File: src/rtl/sync0_ctrl_pkg.sv
// Purpose: shared state encoding and period-window helper for the SYNC0 controller.
// Latency: n/a (types and constant functions only).
// Backpressure: n/a.
package sync0_ctrl_pkg;

   // Default build: 20.48 MHz system clock and 2 kHz SYNC0 give a nominal period of 10240 cycles.
   localparam int DEF_SYS_CLK_FREQ = 20_480_000;
   localparam int DEF_SYNC0_FREQ   = 2000;
   localparam int DEF_PERIOD_TOL   = 4;
   localparam int DEF_LOCK_COUNT   = 3;
   localparam int DEF_SYNC_STAGES  = 3;

   typedef enum logic [1:0] {
      S_IDLE    = 2'd0,
      S_ACQUIRE = 2'd1,
      S_LOCKING = 2'd2,
      S_LOCKED  = 2'd3
   } sync0_state_t;

   // Inclusive bounds of the accepted edge-to-edge period, in CLK cycles.
   typedef struct packed {
      logic [15:0] lo;
      logic [15:0] hi;
   } period_win_t;

   function automatic period_win_t period_window(input int nominal, input int tol);
      period_win_t w;
      w.lo = 16'(nominal - tol);
      w.hi = 16'(nominal + tol);
      return w;
   endfunction

endpackage

File: src/rtl/sync0_edge_detect.sv
// Purpose: resynchronise the raw SYNC0 pin into CLK and emit a one-cycle rising-edge pulse.
// Latency: pulse is high SYNC_STAGES cycles after the first CLK edge that samples the pin high.
// Backpressure: none; every qualified rising edge produces exactly one pulse.
module sync0_edge_detect #(
   parameter int SYNC_STAGES = 3
) (
   input  logic CLK,
   input  logic RST,
   input  logic pin,
   output logic rise_pulse
);

   logic [SYNC_STAGES-1:0] sync_q;
   logic                   prev_q;

   // Metastability chain, history flop and registered rising-edge pulse.
   always_ff @(posedge CLK or posedge RST) begin
      if (RST) begin
         sync_q     <= '0;
         prev_q     <= 1'b0;
         rise_pulse <= 1'b0;
      end else begin
         sync_q     <= {sync_q[SYNC_STAGES-2:0], pin};
         prev_q     <= sync_q[SYNC_STAGES-1];
         rise_pulse <= sync_q[SYNC_STAGES-1] & ~prev_q;
      end
   end

endmodule

File: src/rtl/sync0_controller.sv
// Purpose: qualify SYNC0 periods, acquire/hold lock and pulse SYNC on every accepted edge.
// Latency: SYNC/SYNC0_EDGE rise SYNC_STAGES+1 cycles after the first CLK edge sampling the pin high.
// Backpressure: none; controls (ENABLE, FORCE_RESYNC) take effect on the next CLK edge.
module sync0_controller
   import sync0_ctrl_pkg::*;
#(
   parameter int SYS_CLK_FREQ = DEF_SYS_CLK_FREQ,
   parameter int SYNC0_FREQ   = DEF_SYNC0_FREQ,
   parameter int PERIOD_TOL   = DEF_PERIOD_TOL,
   parameter int LOCK_COUNT   = DEF_LOCK_COUNT,
   parameter int SYNC_STAGES  = DEF_SYNC_STAGES
) (
   input  logic        CLK,
   input  logic        RST,
   input  logic        ECAT_SYNC0,
   input  logic        ENABLE,
   input  logic        FORCE_RESYNC,
   output logic        SYNC,
   output logic        SYNC0_EDGE,
   output logic        LOCKED,
   output logic [15:0] PERIOD_MEAS,
   output logic [7:0]  ERR_CNT
);

   localparam int          SYNC0_PERIOD = SYS_CLK_FREQ / SYNC0_FREQ;
   localparam period_win_t WIN          = period_window(SYNC0_PERIOD, PERIOD_TOL);
   localparam logic [15:0] WIN_LO       = WIN.lo;
   localparam logic [15:0] WIN_HI       = WIN.hi;
   // First count past the window: the edge is overdue and lock is lost.
   localparam logic [15:0] TIMEOUT_CNT  = WIN_HI + 16'd1;
   localparam int          GCNT_W       = $clog2(LOCK_COUNT + 1);

   sync0_state_t      state, state_n;
   logic [GCNT_W-1:0] gcnt, gcnt_n;
   logic [15:0]       pcnt;
   logic              sync0_rise;
   logic              period_good;
   logic              timeout;
   logic              sync_n;
   logic              err_inc;
   logic              meas_ld;

   sync0_edge_detect #(
      .SYNC_STAGES (SYNC_STAGES)
   ) u_edge (
      .CLK        (CLK),
      .RST        (RST),
      .pin        (ECAT_SYNC0),
      .rise_pulse (sync0_rise)
   );

   // pcnt holds the length of the period that ends on the current edge.
   assign period_good = (pcnt >= WIN_LO) && (pcnt <= WIN_HI);
   // An edge landing exactly on the timeout count is judged as a bad period instead.
   assign timeout     = (pcnt == TIMEOUT_CNT) && !sync0_rise;

   // Next-state logic: ENABLE low beats FORCE_RESYNC, which beats edge/timeout handling.
   always_comb begin
      state_n = state;
      gcnt_n  = gcnt;
      sync_n  = 1'b0;
      err_inc = 1'b0;
      meas_ld = 1'b0;
      if (!ENABLE) begin
         state_n = S_IDLE;
         gcnt_n  = '0;
      end else if (FORCE_RESYNC && (state != S_IDLE)) begin
         // A coincident edge serves as the first edge of the new acquisition.
         gcnt_n  = '0;
         state_n = sync0_rise ? S_LOCKING : S_ACQUIRE;
      end else begin
         case (state)
            S_IDLE: begin
               state_n = S_ACQUIRE;
            end
            S_ACQUIRE: begin
               if (sync0_rise) begin
                  state_n = S_LOCKING;
                  gcnt_n  = '0;
               end
            end
            S_LOCKING: begin
               if (sync0_rise) begin
                  meas_ld = 1'b1;
                  if (period_good) begin
                     if ((int'(gcnt) + 1) == LOCK_COUNT) begin
                        state_n = S_LOCKED;
                        gcnt_n  = '0;
                        sync_n  = 1'b1;
                     end else begin
                        gcnt_n  = gcnt + 1'b1;
                     end
                  end else begin
                     gcnt_n  = '0;
                     err_inc = 1'b1;
                  end
               end else if (timeout) begin
                  state_n = S_ACQUIRE;
                  gcnt_n  = '0;
                  err_inc = 1'b1;
               end
            end
            S_LOCKED: begin
               if (sync0_rise) begin
                  meas_ld = 1'b1;
                  if (period_good) begin
                     sync_n  = 1'b1;
                  end else begin
                     state_n = S_LOCKING;
                     gcnt_n  = '0;
                     err_inc = 1'b1;
                  end
               end else if (timeout) begin
                  state_n = S_ACQUIRE;
                  gcnt_n  = '0;
                  err_inc = 1'b1;
               end
            end
            default: begin
               state_n = S_IDLE;
               gcnt_n  = '0;
            end
         endcase
      end
   end

   // FSM state, good-period count and the registered SYNC/LOCKED/SYNC0_EDGE outputs.
   always_ff @(posedge CLK or posedge RST) begin
      if (RST) begin
         state      <= S_IDLE;
         gcnt       <= '0;
         SYNC       <= 1'b0;
         LOCKED     <= 1'b0;
         SYNC0_EDGE <= 1'b0;
      end else begin
         state      <= state_n;
         gcnt       <= gcnt_n;
         SYNC       <= sync_n;
         LOCKED     <= (state_n == S_LOCKED);
         SYNC0_EDGE <= sync0_rise;
      end
   end

   // Edge-to-edge period counter: restarts at 1 on an edge, saturates at all-ones.
   always_ff @(posedge CLK or posedge RST) begin
      if (RST) begin
         pcnt <= 16'd0;
      end else if (sync0_rise) begin
         pcnt <= 16'd1;
      end else if (pcnt != 16'hFFFF) begin
         pcnt <= pcnt + 16'd1;
      end
   end

   // Latch the measured period on edges that close a real period (not the first after acquisition).
   always_ff @(posedge CLK or posedge RST) begin
      if (RST) begin
         PERIOD_MEAS <= 16'd0;
      end else if (meas_ld) begin
         PERIOD_MEAS <= pcnt;
      end
   end

   // Saturating count of bad periods and timeouts; only reset clears it.
   always_ff @(posedge CLK or posedge RST) begin
      if (RST) begin
         ERR_CNT <= 8'd0;
      end else if (err_inc && (ERR_CNT != 8'hFF)) begin
         ERR_CNT <= ERR_CNT + 8'd1;
      end
   end

endmodule
File: config.mk
export PLATFORM = sky130hd
export DESIGN_NAME = sync0_controller
export DESIGN_NICKNAME = d
export VERILOG_FILES = /design/src/rtl/sync0_ctrl_pkg.sv /design/src/rtl/sync0_edge_detect.sv /design/src/rtl/sync0_controller.sv
export SDC_FILE = /design/constraint.sdc
export NUM_CORES = 1
export LEC_CHECK = 0
export BUFFER_PORTS_ARGS = -buffer_cell sky130_fd_sc_hd__clkbuf_2
export CORE_MARGIN = 5
export CORE_UTILIZATION = 57
export CTS_CLUSTER_SIZE = 8
export DETAILED_ROUTE_END_ITERATION = 16
export GPL_TIMING_DRIVEN = 0
export PLACE_DENSITY = 0.8
export SLEW_MARGIN = 25
export SYNTH_ARGS = -nofsm -noshare
export SYNTH_HDL_FRONTEND = slang
export SYNTH_SLANG_ARGS = --single-unit
export TNS_END_PERCENT = 10
File: constraint.sdc
create_clock -name CLK -period 2.65 [get_ports CLK]
set_input_delay 0.6625 -clock CLK [delete_from_list [all_inputs] [get_ports CLK]]
set_output_delay 0.6625 -clock CLK [all_outputs]
set_load 0.005 [all_outputs]
==> flow_summary_export.csv, run 1 <==
group,metric,value,unit
status,outcome,"finished clean",
layout,antenna_cells,0,
routing,drc_errors,0,
die,num_io_pins,32,
timing,min_period_over_period,87.0,%
placement,dpl_worst_slack,293,ps
synth,yosysSeqAreaShare,52.1,%
clock_network,cts.sinks,52,
synth,synth_top_area_share,52.1,%
pwr,finalPower,1.47,mW
die,start_util,58.2,%
routing,vias,1827,
timing,finalSetupTns,0,ps
clock_network,hold_buffers,0,
worst_setup_path,reg2regPathDepth,7,
worst_setup_path,cp.arrival,2490,ps
timing,slew-limit-headroom,58.5,%
routing,wl_per_cell,14.5,µm
pwr,combPwrFrac,11.1,%
timing,worst_pin_slew,623,ps
worst_setup_path,r2r_end,"ERR_CNT[1]$_DFFE_PP0P_",
layout,drive_above_1_share,22.3,%
layout,fin_cells,321,
worst_hold_path,min_to,"u_edge.sync_q[1]$_DFF_PP0_",
worst_setup_path,cp.buffers_inverters,1,
die,die_y,76.2,µm
synth,ys_warn_count,0,
worst_setup_path,crit_chain,"inv_1 > ha_1 > and4bb_2 > nand4_2 > a221o_2 > nor2_1 > mux2_2",
clock_network,htreeDepth,2,
synth,ys.flop_type,"dfrtp_1",
worst_hold_path,hp-class,"register to register",
pwr,powerDensity,525,nW/µm²
synth,synth_top_area_cell,"dfrtp_1",
global_routing,grt_pass1_vias,1702,
placement,hpwl,3.46,mm
die,coreArea,4290,µm²
layout,design_area,2800,µm²
clock_network,cts.clk_slew.worst_paths,80,ps
timing,holdWs,358,ps
timing,final_max_slew_viol_count,0,
worst_setup_path,cp_top_family,"simple AND/OR/NAND/NOR gates",
timing,setup_viol,0,
routing,wirelength,4.67,mm
placement,io_buffers,30,
synth,synth_edf_count,0,
timing,final_period_minus_worst_setup_slack,2310,ps
worst_setup_path,cp_max_fo,7,
synth,netlist_instances,232,
global_routing,grt_first_pass_wirelength,7.91,mm
pwr,power_leakage,1.27,nW
timing,fin_skew,4.48,ps
timing,hold_viol,0,
pwr,clkPwrFrac,28.5,%
synth,synthTopCellsByArea,"dfrtp_1 (52%), mux2_2 (4.1%), nand2_1 (3.3%), o21ai_0 (3.2%), xnor2_1 (2.8%)",
routing,initialDrtViolationCount,109,
synth,syn-cell-area,2500,µm²
die,die_w,76.2,µm
worst_setup_path,timing.rr.start,"pcnt[1]$_DFFE_PP0P_",
synth,syn_nets,241,
placement,gp_congestion,0.851,
global_routing,grtUsageTotal,16.4,%
clock_network,cts_tree,"done",
pwr,p_int,1.08,mW
worst_setup_path,critPathMaxStageDelay,500,ps
worst_setup_path,start_kind,"register",
clock_network,cts_setup_buffers,0,
worst_setup_path,crit_type,"register to register",
clock_network,clockBufferDepth,2,
layout,final_util,65.2,%
synth,synthArstFlopShare,100,%
worst_hold_path,holdPathStages,0,
synth,synth.distinct_cells,46,
layout,final_nets,278,
global_routing,grt_max_degree,53,
pwr,pwr-share-seq,60.4,%
pwr,power_switching,388,µW
placement,place_area,2720,µm²
pwr,worst_ir_drop_vdd,0.395,mV
clock_network,clock_latency,300,ps
worst_setup_path,r2r_slack,340,ps
timing,worst_slack,343,ps
global_routing,antenna_found_initial,0,
global_routing,overflow,0,
run,cap_viol_max_count,0,
worst_setup_path,endpoint_kind,"register",
routing,ant_nets,0,
clock_network,root_buffer,"clkbuf_8",
pwr,swShare,26.4,%
routing,drtPass1Iterations,4,
layout,area_growth,12.0,%
clock_network,cts-resized-gates,0,
timing,rsz0062_at_grt,"no",
synth,syn_area_per_cell,10.8,µm²
synth,ys_seq_elements,52,
worst_setup_path,crit_required,2840,ps
clock_network,cts_made_buffers,5,
routing,vias_per_cell,5.69,
timing,fmax,434,MHz
worst_setup_path,crit_slowest_cell,"a221o_2",
placement,dp_cells,314,
worst_hold_path,hold_start,"u_edge.sync_q[0]$_DFF_PP0_",
die,die_area,5810,µm²
die,rows,24,
-- per-layer routing --
layer / wire (µm) / global-route usage (%) / share of wire [%]
met1: 2160 / 22.3 / 46
met5: 0 / 0 / 0
met4: 53 / 4.72 / 1.1
met3: 249 / 4.26 / 5.3
met2: 2200 / 25.9 / 47
-- cell usage in the layout, fill, tap and decap left out, types with 2 or more instances in the layout --
master / Yosys / routed
clkbuf_1: 6 / 6
inv_1: 12 / 11
nand3_1: 5 / 5
nor2_1: 15 / 15
a21oi_1: 11 / 11
a211oi_1: 2 / 2
ha_1: 4 / 4
xor2_1: 8 / 8
xnor2_1: 8 / 8
nor4_1: 5 / 5
o31ai_1: 4 / 4
dfrtp_1: 52 / 52
nand2_1: 22 / 22
clkbuf_8: 0 / 5
nor2b_1: 3 / 3
o21ai_0: 16 / 16
or3_1: 6 / 6
nor4b_1: 2 / 2
nor3_1: 6 / 6
nor4b_4: 2 / 2
mux2_2: 9 / 9
and3_1: 5 / 5
nor3b_1: 5 / 5
clkbuf_2: 0 / 30
-- power groups by stage --
stage          sequential, mW  combinational (mW)  clock (mW)
2_1_floorplan           0.893               0.112           0
3_3_place_gp            0.901               0.155           0
3_5_place_dp            0.903               0.163           0
4_1_cts                 0.887               0.165       0.434
5_1_grt                 0.896               0.185       0.471
6_report                0.888               0.162       0.418
-- flip-flops by register name, summed over array words and instances, names as in the netlist --
name and cells:
state 2, LOCKED 1, u_edge.rise_pulse 1, SYNC 1, SYNC0_EDGE 1, u_edge.sync_q 3, ERR_CNT 8, pcnt 16
u_edge.prev_q 1, PERIOD_MEAS 16, gcnt 2
-- cell type report --
class / instances / area [µm²]
flip-flops and latches: 52 / 1300
fillers: 338 / 1500
plain buffers: 8 / 37.5
well taps: 52 / 65.1
inverters: 12 / 47.5
clock inverters: 2 / 12.5
multi-input cells: 160 / 1120
clock buffers: 5 / 68.8
repair buffers: 30 / 150
-- how the worst max path moves through the flow --
| stage | startpoint | end | slack, ps | cells past startpoint |
|---|---|---|---|---|
| after global placement | RST | PERIOD_MEAS[6]$_DFFE_PP0P_ | 120 | 2 |
| after global routing | pcnt[1]$_DFFE_PP0P_ | ERR_CNT[1]$_DFFE_PP0P_ | 170 | 7 |
| final | pcnt[1]$_DFFE_PP0P_ | ERR_CNT[1]$_DFFE_PP0P_ | 340 | 7 |
| after floorplan | pcnt[1]$_DFFE_PP0P_ | ERR_CNT[1]$_DFFE_PP0P_ | 560 | 7 |
| after detailed placement | ENABLE | PERIOD_MEAS[9]$_DFFE_PP0P_ | 290 | 4 |
| after CTS | pcnt[1]$_DFFE_PP0P_ | ERR_CNT[1]$_DFFE_PP0P_ | 330 | 7 |
-- synthesized netlist by cell type (6+ instances only) --
master	number
dfrtp_1	52
a21oi_1	11
xor2_1	8
o21ai_0	16
or3_1	6
inv_1	12
nand2_1	22
clkbuf_1	6
xnor2_1	8
nor2_1	15
nor3_1	6
mux2_2	9
-- cells by family after synthesis --
| logic type | after synthesis | share of synthesized area (%) |
|---|---|---|
| AOI/OAI and AO/OA | 44 | 12.0 |
| xor gates and xnor gates | 16 | 5.61 |
| adders and majority gates | 4 | 2.00 |
| buffers and inverters | 20 | 3.30 |
| DFF | 52 | 52.1 |
| muxes | 10 | 4.45 |
| and+or+nand+nor | 86 | 20.6 |
No activity file was read; power rests on OpenSTA's default activity.
==> run 2: changes to the inputs <==
--- a/config.mk
+++ b/config.mk
@@ -11,6 +11,7 @@
 export CTS_CLUSTER_SIZE = 8
 export DETAILED_ROUTE_END_ITERATION = 16
 export GPL_TIMING_DRIVEN = 0
+export MAX_ROUTING_LAYER = met4
 export PLACE_DENSITY = 0.8
 export SLEW_MARGIN = 25
 export SYNTH_ARGS = -nofsm -noshare
==> flow_summary_export.csv, run 2 (same netlist as run 1, synthesis figures left out) <==
group,metric,value,unit
status,outcome,"finished clean",
routing,drc_errors,0,
die,start_util,58.2,%
layout,nFillCells,338,
timing,hold_viol,0,
worst_setup_path,cp.buffers_inverters,1,
global_routing,grt_pass1_vias,1707,
clock_network,cts-resized-gates,0,
routing,ant_nets,0,
layout,final_nets,278,
worst_setup_path,endpoint_kind,"register",
worst_setup_path,crit_required,2840,ps
global_routing,grt_first_pass_wirelength,7.91,mm
layout,antenna_cells,0,
timing,rsz0062_at_grt,"no",
placement,dpl_worst_slack,293,ps
worst_setup_path,crit_type,"register to register",
worst_setup_path,cp_max_fo,7,
timing,slew-limit-headroom,58.2,%
die,die_y,76.2,µm
timing,fmax,434,MHz
die,die_w,76.2,µm
timing,setup_viol,0,
routing,wl_per_cell,14.6,µm
clock_network,hold_buffers,0,
layout,drive_above_1_share,22.3,%
worst_setup_path,start_kind,"register",
die,num_io_pins,32,
timing,final_period_minus_worst_setup_slack,2300,ps
layout,area_growth,12.0,%
routing,vias_per_cell,5.67,
layout,top_regs,"PERIOD_MEAS x16, pcnt x16, ERR_CNT x8",
run,cap_viol_max_count,0,
die,die_area,5810,µm²
clock_network,cts_setup_buffers,0,
global_routing,grt_max_degree,53,
routing,vias,1819,
timing,min_period_over_period,87.0,%
pwr,powerDensity,524,nW/µm²
worst_setup_path,crit_chain,"inv_1 > ha_1 > and4bb_2 > nand4_2 > a221o_2 > nor2_1 > mux2_2",
clock_network,htreeDepth,2,
placement,io_buffers,30,
timing,worst_slack,345,ps
clock_network,cts_made_buffers,5,
pwr,finalPower,1.47,mW
clock_network,cts_tree,"done",
global_routing,antenna_found_initial,0,
routing,wirelength,4.68,mm
placement,place_area,2720,µm²
global_routing,grtUsageTotal,16.8,%
placement,hpwl,3.46,mm
worst_setup_path,critPathMaxStageDelay,500,ps
layout,final_cell_mix,"dfrtp_1 (52), clkbuf_2 (30), nand2_1 (22), o21ai_0 (16), nor2_1 (15)",
clock_network,clockBufferDepth,2,
pwr,worst_ir_drop_vdd,0.394,mV
layout,final_util,65.2,%
clock_network,cts.clk_slew.worst_paths,80,ps
worst_setup_path,cp.arrival,2490,ps
timing,finalSetupTns,0,ps
pwr,power_leakage,1.27,nW
layout,design_area,2800,µm²
clock_network,cts.sinks,52,
layout,final_common_cell,"dfrtp_1",
routing,drtPass1Iterations,4,
global_routing,overflow,0,
die,rows,24,
clock_network,root_buffer,"clkbuf_8",
placement,gp_congestion,0.865,
timing,final_max_slew_viol_count,0,
worst_hold_path,hp-class,"register to register",
clock_network,clock_latency,300,ps
worst_setup_path,crit_slowest_cell,"a221o_2",
timing,fin_skew,4.56,ps
die,coreArea,4290,µm²
routing,initialDrtViolationCount,130,
timing,worst_pin_slew,626,ps
worst_setup_path,cp_top_family,"simple AND/OR/NAND/NOR gates",
-- run 2: cell counts in the layout (fill, tap and decap cells not counted) --
No cell type changed its count.
-- run 2: path summary, 6_finish.rpt --
kind	start	to	slack, ps	cells after the start
setup / recovery	pcnt[1]$_DFFE_PP0P_	ERR_CNT[1]$_DFFE_PP0P_	350	7
hold / removal	u_edge.sync_q[0]$_DFF_PP0_	u_edge.sync_q[1]$_DFF_PP0_	360	0
setup reg to reg	pcnt[1]$_DFFE_PP0P_	ERR_CNT[1]$_DFFE_PP0P_	350	7
hold reg to reg	u_edge.sync_q[0]$_DFF_PP0_	u_edge.sync_q[1]$_DFF_PP0_	360	0
max in group asynchronous	RST	PERIOD_MEAS[9]$_DFFE_PP0P_	1800	2
min in group asynchronous	RST	ERR_CNT[2]$_DFFE_PP0P_	430	2
-- run 2: metrics by stage --
step	instances	hold WS [ps]
2_1_floorplan	232	331
3_3_place_gp	314	332
3_5_place_dp	314	340
4_1_cts	321	361
5_1_grt	321	376
6_report	321	358
-- run 2: area by class of cell --
class | count | area, µm² | area share [%]
Buffer | 8 | 37.5 | 1.34
Clock buffer | 5 | 68.8 | 2.46
Clock inverter | 2 | 12.5 | 0.447
Inverter | 12 | 47.5 | 1.70
Multi-Input combinational cell | 160 | 1120 | 39.9
Sequential cell | 52 | 1300 | 46.5
Tap cell | 52 | 65.1 | 2.32
Timing Repair Buffer | 30 | 150 | 5.36
-- run 2: where the power goes --
part           internal, mW  switching (mW)  leakage, nW
clock network         0.179           0.239       0.0400
logic                0.0658          0.0967        0.539
registers             0.835          0.0521        0.694
total                  1.08           0.388         1.27
-- run 2: metal layers --
| layer | GRT usage (%) | part of all wire (%) | up-vias | wire (µm) |
|---|---|---|---|---|
| li1 | - | - | 894 | - |
| met1 | 22.0 | 46 | 875 | 2160 |
| met2 | 26.1 | 47 | 43 | 2200 |
| met3 | 4.26 | 5.8 | 7 | 273 |
| met4 | 4.72 | 1.1 | 0 | 53 |
| met5 | - | 0 | - | 0 |
